`config.mk`:
```
export PLATFORM = sky130hd
export DESIGN_NAME = serial_rx_flat
export DESIGN_NICKNAME = d
export VERILOG_FILES = /design/src/rtl/serial_rx_if.sv /design/src/rtl/serial_rx.sv /design/src/flat_wrapper.sv
export SDC_FILE = /design/constraint.sdc
export NUM_CORES = 1
export LEC_CHECK = 0
export ABC_AREA = 1
export ABC_CLOCK_PERIOD_IN_PS = 3250
export CORE_MARGIN = 2
export CORE_UTILIZATION = 45
export CTS_BUF_LIST = sky130_fd_sc_hd__clkbuf_16
export CTS_CLUSTER_SIZE = 16
export DETAILED_ROUTE_END_ITERATION = 6
export DONT_BUFFER_PORTS = 1
export GPL_ROUTABILITY_DRIVEN = 0
export GPL_TIMING_DRIVEN = 0
export PLACE_DENSITY_LB_ADDON = 0.3
export SLEW_MARGIN = 20
export SYNTH_ARGS = -nofsm -noshare
export SYNTH_HDL_FRONTEND = slang
export SYNTH_SLANG_ARGS = --single-unit
```
`constraint.sdc`:
```
create_clock -name baud_clk -period 3.25 [get_ports baud_clk]
set_input_delay 0.325 -clock baud_clk [delete_from_list [all_inputs] [get_ports baud_clk]]
set_output_delay 0.325 -clock baud_clk [all_outputs]
set_load 0.005 [all_outputs]
```
`src/rtl/serial_rx_if.sv`:
```
// Serial receiver port bundle: the serial line in, the parallel word and status out.
// The receiver connects through master, and a consumer or stimulus source connects through slave.
interface serial_rx_if #(
  parameter int DATA_BITS = 8
);
  logic                 bit_in_rx;
  logic [DATA_BITS-1:0] data_out;
  logic                 data_valid;
  logic                 frame_err;
  logic                 rx_busy;

  modport master (
    input  bit_in_rx,
    output data_out,
    output data_valid,
    output frame_err,
    output rx_busy
  );

  modport slave (
    output bit_in_rx,
    input  data_out,
    input  data_valid,
    input  frame_err,
    input  rx_busy
  );
endinterface

```
`src/rtl/serial_rx.sv`:
```
// UART-style serial receiver for the ADC link.
// It oversamples the line on baud_clk and decides each bit at its midpoint.
// A frame is one start bit (0), DATA_BITS data bits sent MSB first, and one stop bit (1).
module serial_rx #(
  parameter int DATA_BITS  = 8,
  parameter int OVERSAMPLE = 16
) (
  input  logic          baud_clk,
  input  logic          reset,
  serial_rx_if.master   rx
);

  localparam int TICK_W = (OVERSAMPLE > 1) ? $clog2(OVERSAMPLE) : 1;
  localparam int BIT_W  = (DATA_BITS  > 1) ? $clog2(DATA_BITS)  : 1;

  // Tick values at which a bit is sampled: the middle of the start bit,
  // and one full bit period later for each data bit and for the stop bit.
  localparam logic [TICK_W-1:0] TICK_HALF = TICK_W'(OVERSAMPLE/2 - 1);
  localparam logic [TICK_W-1:0] TICK_FULL = TICK_W'(OVERSAMPLE - 1);
  localparam logic [BIT_W-1:0]  BIT_LAST  = BIT_W'(DATA_BITS - 1);

  typedef enum logic [2:0] {
    IDLE  = 3'd0,
    START = 3'd1,
    DATA  = 3'd2,
    STOP  = 3'd3,
    BRK   = 3'd4
  } state_t;

  state_t               state_reg, state_next;
  logic [1:0]           sync_reg;
  logic                 rx_s;
  logic [TICK_W-1:0]    tick_reg, tick_next;
  logic [BIT_W-1:0]     bit_reg, bit_next;
  logic [DATA_BITS-1:0] shreg_reg, shreg_next;
  logic [DATA_BITS-1:0] data_out_reg;
  logic                 valid_reg, valid_next;
  logic                 err_reg, err_next;
  logic                 load_word;

  // Two-flop synchroniser for the asynchronous line. It resets to idle-high so that reset cannot look like a start bit.
  always_ff @(posedge baud_clk) begin
    if (reset) begin
      sync_reg <= 2'b11;
    end else begin
      sync_reg <= {sync_reg[0], rx.bit_in_rx};
    end
  end

  assign rx_s = sync_reg[1];

  // State register.
  always_ff @(posedge baud_clk) begin
    if (reset) begin
      state_reg <= IDLE;
    end else begin
      state_reg <= state_next;
    end
  end

  // Next-state decode. Every decision uses only the synchronised line rx_s.
  always_comb begin
    state_next = state_reg;
    case (state_reg)
      IDLE: begin
        if (!rx_s) state_next = START;
      end
      START: begin
        // A line that is high again at mid start bit is a glitch, not a frame.
        if (tick_reg == TICK_HALF) state_next = rx_s ? IDLE : DATA;
      end
      DATA: begin
        if (tick_reg == TICK_FULL && bit_reg == BIT_LAST) state_next = STOP;
      end
      STOP: begin
        // Return at mid stop bit so that a start bit right after it is not missed.
        if (tick_reg == TICK_FULL) state_next = rx_s ? IDLE : BRK;
      end
      BRK: begin
        // A line held low (break) must go high before a new start is armed.
        if (rx_s) state_next = IDLE;
      end
      default: state_next = IDLE;
    endcase
  end

  // Datapath and pulse decode: the counters, the shift register, and the values of the registered pulses for the next cycle.
  always_comb begin
    tick_next  = tick_reg;
    bit_next   = bit_reg;
    shreg_next = shreg_reg;
    valid_next = 1'b0;
    err_next   = 1'b0;
    load_word  = 1'b0;
    case (state_reg)
      IDLE: begin
        tick_next = '0;
        bit_next  = '0;
      end
      START: begin
        if (tick_reg == TICK_HALF) begin
          tick_next = '0;
          bit_next  = '0;
        end else begin
          tick_next = tick_reg + TICK_W'(1);
        end
      end
      DATA: begin
        if (tick_reg == TICK_FULL) begin
          shreg_next = {shreg_reg[DATA_BITS-2:0], rx_s};
          tick_next  = '0;
          if (bit_reg != BIT_LAST) bit_next = bit_reg + BIT_W'(1);
        end else begin
          tick_next = tick_reg + TICK_W'(1);
        end
      end
      STOP: begin
        if (tick_reg == TICK_FULL) begin
          tick_next = '0;
          if (rx_s) begin
            valid_next = 1'b1;
            load_word  = 1'b1;
          end else begin
            err_next = 1'b1;
          end
        end else begin
          tick_next = tick_reg + TICK_W'(1);
        end
      end
      BRK: begin
        tick_next = '0;
      end
      default: begin
        tick_next = '0;
        bit_next  = '0;
      end
    endcase
  end

  // Datapath registers. data_out changes only when a good word is loaded or on reset.
  always_ff @(posedge baud_clk) begin
    if (reset) begin
      tick_reg     <= '0;
      bit_reg      <= '0;
      shreg_reg    <= '0;
      data_out_reg <= '0;
      valid_reg    <= 1'b0;
      err_reg      <= 1'b0;
    end else begin
      tick_reg  <= tick_next;
      bit_reg   <= bit_next;
      shreg_reg <= shreg_next;
      valid_reg <= valid_next;
      err_reg   <= err_next;
      if (load_word) data_out_reg <= shreg_reg;
    end
  end

  assign rx.data_out   = data_out_reg;
  assign rx.data_valid = valid_reg;
  assign rx.frame_err  = err_reg;
  assign rx.rx_busy    = (state_reg != IDLE);

endmodule
```
`src/flat_wrapper.sv`:
```
// flat-port wrapper written by rule: the top's interface ports become plain ports
module serial_rx_flat 
#(
  parameter int DATA_BITS  = 8,
  parameter int OVERSAMPLE = 16
)
  (baud_clk, reset, rx_bit_in_rx, rx_data_out, rx_data_valid, rx_frame_err, rx_rx_busy);
  serial_rx_if #(.DATA_BITS(DATA_BITS)) rx_i ();
  input  logic baud_clk;
  input  logic reset;
  input wire logic [$bits(rx_i.bit_in_rx)-1:0] rx_bit_in_rx;
  output wire logic [$bits(rx_i.data_out)-1:0] rx_data_out;
  output wire logic [$bits(rx_i.data_valid)-1:0] rx_data_valid;
  output wire logic [$bits(rx_i.frame_err)-1:0] rx_frame_err;
  output wire logic [$bits(rx_i.rx_busy)-1:0] rx_rx_busy;
  assign rx_i.bit_in_rx = rx_bit_in_rx;
  assign rx_data_out = rx_i.data_out;
  assign rx_data_valid = rx_i.data_valid;
  assign rx_frame_err = rx_i.frame_err;
  assign rx_rx_busy = rx_i.rx_busy;
  serial_rx #(.DATA_BITS(DATA_BITS), .OVERSAMPLE(OVERSAMPLE)) u_core (.baud_clk(baud_clk), .reset(reset), .rx(rx_i));
endmodule
```
==> results of run 1 <==
-- power breakdown --
part,internal [mW],leakage (nW),switching (mW)
registers,0.404,0.243,0.0324
logic,0.118,0.356,0.193
clock network,0.275,0.0724,0.147
-- kinds of logic after synthesis --
family | share of synthesized area
AND/OR/NAND/NOR | 0.3536
flip-flops | 0.4715
AO/OA/AOI/OAI | 0.09136
buffers and inverters | 0.04715
adder cells (fa/ha/maj) | 0.02947
XOR/XNOR | 0.006877
-- cells in the mapped netlist --
| library cell | instances |
|---|---|
| buf_2 | 1 |
| nor4_1 | 1 |
| nand2_1 | 20 |
| inv_2 | 2 |
| nand3_4 | 1 |
| clkbuf_1 | 1 |
| o21ai_2 | 1 |
| and2_4 | 1 |
| a211oi_1 | 1 |
| nand3_1 | 8 |
| or2_0 | 1 |
| a21oi_1 | 4 |
| nor2_2 | 5 |
| or2_1 | 1 |
| inv_4 | 1 |
| nor3b_1 | 1 |
| xor2_1 | 1 |
| ha_1 | 3 |
| buf_6 | 1 |
| nand4_1 | 2 |
| o21ai_0 | 16 |
| nor2_1 | 50 |
| nor3_4 | 1 |
| nor2_4 | 2 |
| or2_2 | 2 |
| dfxtp_1 | 30 |
| inv_1 | 7 |
-- layout by cell type (no fill, tap or decap), drive strengths merged --
cell type,n
a211oi,1
nor3b,1
nand4,2
o21ai,17
xor2,1
buf,2
a21oi,4
clkinv,2
ha,3
nor4,1
inv,11
nor3,1
clkbuf,6
and2,1
nand2,20
dfxtp,30
nand3,9
or2,4
nor2,57
-- metal layers --
layer / track usage / part of all wire
met5: 0 / 0
met4: 0.09302 / 0.024
met3: 0.07029 / 0.063
met2: 0.2627 / 0.48
met1: 0.1888 / 0.43
-- cell type report --
class | instances | area share
plain buffers | 3 | 0.01381
inverters | 10 | 0.02761
flip-flops and latches | 30 | 0.4142
clock inverters | 3 | 0.008628
clock buffers | 5 | 0.08628
well taps | 31 | 0.02675
multi-input cells | 122 | 0.4228
-- stage by stage --
step,setup WS (ns),instance area (um^2)
2_1_floorplan,1.903,1274
3_3_place_gp,1.711,1313
3_5_place_dp,1.657,1313
4_1_cts,1.664,1450
5_1_grt,1.496,1450
6_report,1.686,1450
-- final timing paths --
path                                               startpoint                                 end  slack, ns  cells past startpoint
worst min-delay path                                    reset    u_core.state_reg[2]$_SDFFE_PP0P_       0.12                      1
worst max register to register  u_core.tick_reg[0]$_SDFF_PP0_  u_core.rx.data_out[2]$_SDFFE_PP0P_       1.69                      6
worst min register to register  u_core.sync_reg[0]$_SDFF_PP1_       u_core.sync_reg[1]$_SDFF_PP1_       0.41                      1
worst max-delay path            u_core.tick_reg[0]$_SDFF_PP0_  u_core.rx.data_out[2]$_SDFFE_PP0P_       1.69                      6
==> metrics.cfg, run 1 <==
[global_route]
grt_pass1_wl_um = 4126
grt_pass1_vias = 989
grt_overflow = 0
grt_max_degree = 11
antenna_found_initial = 0
grt_use_total = 0.1661

[logic_synthesis]
yosys_warnings = 0
netlist_top_cells_area = dfxtp_1, nor2_1, o21ai_0
yosysSeqAreaShare = 0.4715
yosysUniqueCellTypes = 27
synth_fp_nets = 171
synth_top_area_frac = 0.4715
postSynthAreaPerCell_um2 = 7.720
synth_largest_area_cell = dfxtp_1
synthCells = 165
ys_seq_elements = 30
synth_area_mm2 = 0.001274

[floorplan]
die-area_mm2 = 0.003272
io_pins = 14
die_w_um = 57.20
initial_core_util = 0.4659
core_area_mm2 = 0.002734
die_y_um = 57.20
num_rows = 19

[final_layout]
final_cells = 204
synthToLayoutAreaGrowth_pct = 13.85
multi_input_area_um2 = 613.1
fill_cells = 260
antenna_cells = 0
nNetsFinal = 178
regArea_um2 = 600.6
fin_util = 0.5304
drive_gt1_frac = 0.1387

[timing]
fmax_ghz = 0.6393
fin_worst_skew_ns = 0.005849
holdWs_ns = 0.1194
min_period_ns = 1.564
slew_violations = 0
min_period_over_period = 0.4813
hold_violations = 0
setup_viol = 0
relSlewSlack = 0.7347
worstMarginPinSlew_ns = 0.3966
setup_tns_ns = 0
grt_setup_unrepaired = false

[route]
drc = 0
first_pass_iters = 4
vias_per_cell = 5.181
route.vias.total = 1057
detail-route-antenna-nets = 0
drt-wirelength-per-cell_um = 11.65
routed_wl_um = 2376
drtIter0Drc = 34

[worst_setup_path]
worst_path_max_delay_cell = nor3_4
worstPathRequired_ns = 3.41
worst_setup_path_end_kind = flop
crit_path_max_fanout = 9
path_cells = ha_1 -> nand3_4 -> nor3_4 -> inv_4 -> nor2_1 -> nor2_1
startpoint_type = flop
max_stage_delay_ns = 0.40
worstPathArrival_ns = 1.73
crit_family = simple AND/OR/NAND/NOR gates
crit_type = reg -> reg
path_buf_inv = 1
crit_top_cell = nor2_1

[clock_network]
clk_pin_slew_ns = 0.05
cts_tree = done
postCtsHoldBufs = 0
post_cts_buffers = 0
h-tree-depth = 2
cts_buffers = 5
cts-root-buf = clkbuf_16
clkSinkCount = 30
clockBufferDepth = 2
cts_repair_resize_count = 0
clk_latency_ns = 0.27

[run_status]
status = completed

[min_path]
hp-class = in -> reg

[placed_design]
place_inst = 196
port_buffers = 0
dp.final_hpwl_um = 1645

[pwr]
power_density_mw_per_mm2 = 806.8
leakagePower_nw = 0.6715
total_power_mw = 1.170
vdd_drop_max_mv = 0.4872

[flow_run]
drv_cap = 0

Note: power is estimated with default switching activity, not from simulation.
==> run 2, diff against run 1 <==
ABC_CLOCK_PERIOD_IN_PS = 1590   (was 3250)
clock period = 1.59 ns   (was 3.25 ns; I/O delays follow)
==> run 2 against run 1 <==
  * Sequential cell count did not move
  * Worst setup slack lost 1.5 ns
  * Combinational power rose by 110%
  * Via count increased by 2.0%
  * Wire length is 5.1% higher
  * Non-clock buffer count grew 5
  * Register-to-register slack got worse by 1.5 ns
  * Design area up 3.5%
  * Die area unchanged
  * First-iteration DRC count shrank 12%
  * Hold slack worse by 0.044 ns
  * Largest cell class unchanged
==> metrics.cfg, run 2 (synthesis gave the netlist of run 1 again) <==
[run_status]
status = completed

[floorplan]
initial_core_util = 0.4659
die-area_mm2 = 0.003272
die_y_um = 57.20
io_pins = 14
core_area_mm2 = 0.002734
die_w_um = 57.20
num_rows = 19

[timing]
grt_setup_unrepaired = false
fin_ws_ns = 0.1557
relSlewSlack = 0.7742
hold_violations = 0
holdWs_ns = 0.07576
setup_viol = 0
fin_worst_skew_ns = 0.006223
worstMarginPinSlew_ns = 0.3387
fmax_ghz = 0.6972
min_period_over_period = 0.9021
min_period_ns = 1.434
slew_violations = 0

[flow_run]
drv_cap = 0

[clock_network]
clkSinkCount = 30
clk_pin_slew_ns = 0.05
clk_latency_ns = 0.27
h-tree-depth = 2
clockBufferDepth = 2
cts_buffers = 5
cts_tree = done
cts-root-buf = clkbuf_16

[global_route]
antenna_found_initial = 0
grt_max_degree = 11
grt_pass1_vias = 1002
grt_use_total = 0.1693
grt_overflow = 0
grt_pass1_wl_um = 4209

[route]
vias_per_cell = 5.158
route.vias.total = 1078
first_pass_iters = 4
drc = 0
routed_wl_um = 2497
drt-wirelength-per-cell_um = 11.95
drtIter0Drc = 30
detail-route-antenna-nets = 0

[pwr]
p_seq_frac = 0.371
p_int_mw = 1.640
leakagePower_nw = 0.6951
total_power_mw = 2.411
power.share.combinational = 0.272
p_sw_mw = 0.7707
clockPowerShare = 0.358
switching_share = 0.3197
vdd_drop_max_mv = 0.9998
power_density_mw_per_mm2 = 1607

[placed_design]
post-place-ws_ns = -0.002658
port_buffers = 0
placed_area_mm2 = 0.001313
dp.final_hpwl_um = 1645

[worst_setup_path]
crit_family = simple AND/OR/NAND/NOR gates
path_buf_inv = 1
max_stage_delay_ns = 0.35
crit_path_max_fanout = 10
worstPathArrival_ns = 1.60
crit_top_cell = nor2_1
startpoint_type = flop
worst_setup_path_end_kind = flop
worstPathRequired_ns = 1.75
path_cells = ha_2 -> nand3_4 -> nor2_4 -> inv_1 -> nor2_1 -> nor2_1
worst_path_max_delay_cell = dfxtp_1
crit_type = reg -> reg

[min_path]
hp-class = in -> reg

[final_layout]
drive_gt1_frac = 0.1573
final_area_mm2 = 0.001500
final_cell_mix = nor2_1, dfxtp_1, nand2_1, o21ai_0
nNetsFinal = 183
final_common_cell = nor2_1
antenna_cells = 0
synthToLayoutAreaGrowth_pct = 17.78

-- run 2: cell count changes in the layout (fill, tap and decap cells not counted) --
cell           change
ha_1               -1
nor2_2             -1
nor2_4             +1
ha_2               +1
buf_4              +3
dlygate4sd3_1      +2
-- run 2: power by group through the flow --
stage | sequential, mW | clock (mW) | combinational (mW)
2_1_floorplan | 0.889 | 0 | 0.537
3_3_place_gp | 0.900 | 0 | 0.611
3_5_place_dp | 0.905 | 0 | 0.627
4_1_cts | 0.891 | 0.882 | 0.637
5_1_grt | 0.898 | 0.908 | 0.758
6_report | 0.894 | 0.862 | 0.655
-- run 2: area by class of cell --
cell class	instances	area [um^2]
buffer	3	20.02
tap	31	38.79
clock buffer	5	125.1
timing repair buffer	5	42.54
inverter	10	40.04
clock inverter	3	12.51
fill	254	1234
sequential	30	600.6
multi-input combinational	122	620.6
-- run 2: stage by stage --
step,util,cells,TNS (ns)
floorplan,-,165,0
global placement,0.4801,196,0
detailed placement,0.4801,196,-0.002658
CTS,0.5378,206,0
global route,0.5487,209,0
finish,0.5487,209,0
-- run 2: path summary, 6_finish.rpt --
check,slack (ns),to,depth (start not counted),from
max reg2reg,0.16,u_core.shreg_reg[3]$_SDFFE_PP0P_,6,u_core.tick_reg[0]$_SDFF_PP0_
min,0.08,u_core.shreg_reg[0]$_SDFFE_PP0P_,3,reset
max,0.16,u_core.shreg_reg[3]$_SDFFE_PP0P_,6,u_core.tick_reg[0]$_SDFF_PP0_
min reg2reg,0.41,u_core.sync_reg[1]$_SDFF_PP1_,1,u_core.sync_reg[0]$_SDFF_PP1_
-- run 2: layer usage --
metal	vias up	global-route usage	wire length [um]
met2	30	0.2726	1233
met1	492	0.1900	1087
met5	-	0	0
met3	5	0.07029	125
met4	0	0.09302	51
li1	551	-	-
-- run 2: worst reg2reg max path, cell delays in order, from the launching register on --
cell	delay, ns
dfxtp_1	0.35
ha_2	0.25
nand3_4	0.15
nor2_4	0.24
inv_1	0.16
nor2_1	0.13
nor2_1	0.05
-- run 2: timing repair --
action | in CTS | in global routing
endpoints found under the hold margin | 5 | 0
buffers inserted | 0 | 3
gates resized for setup | 0 | 2
endpoints found under the setup margin | 0 | 13
hold buffers | 2 | 0
==> run 3, diff against run 2 <==
ABC_CLOCK_PERIOD_IN_PS = not set   (was 1590)
CTS_CLUSTER_SIZE = 8   (was 16)
==> results of run 3 <==
Same layout as run 2: the final DEF is identical, and so are final timing and power.
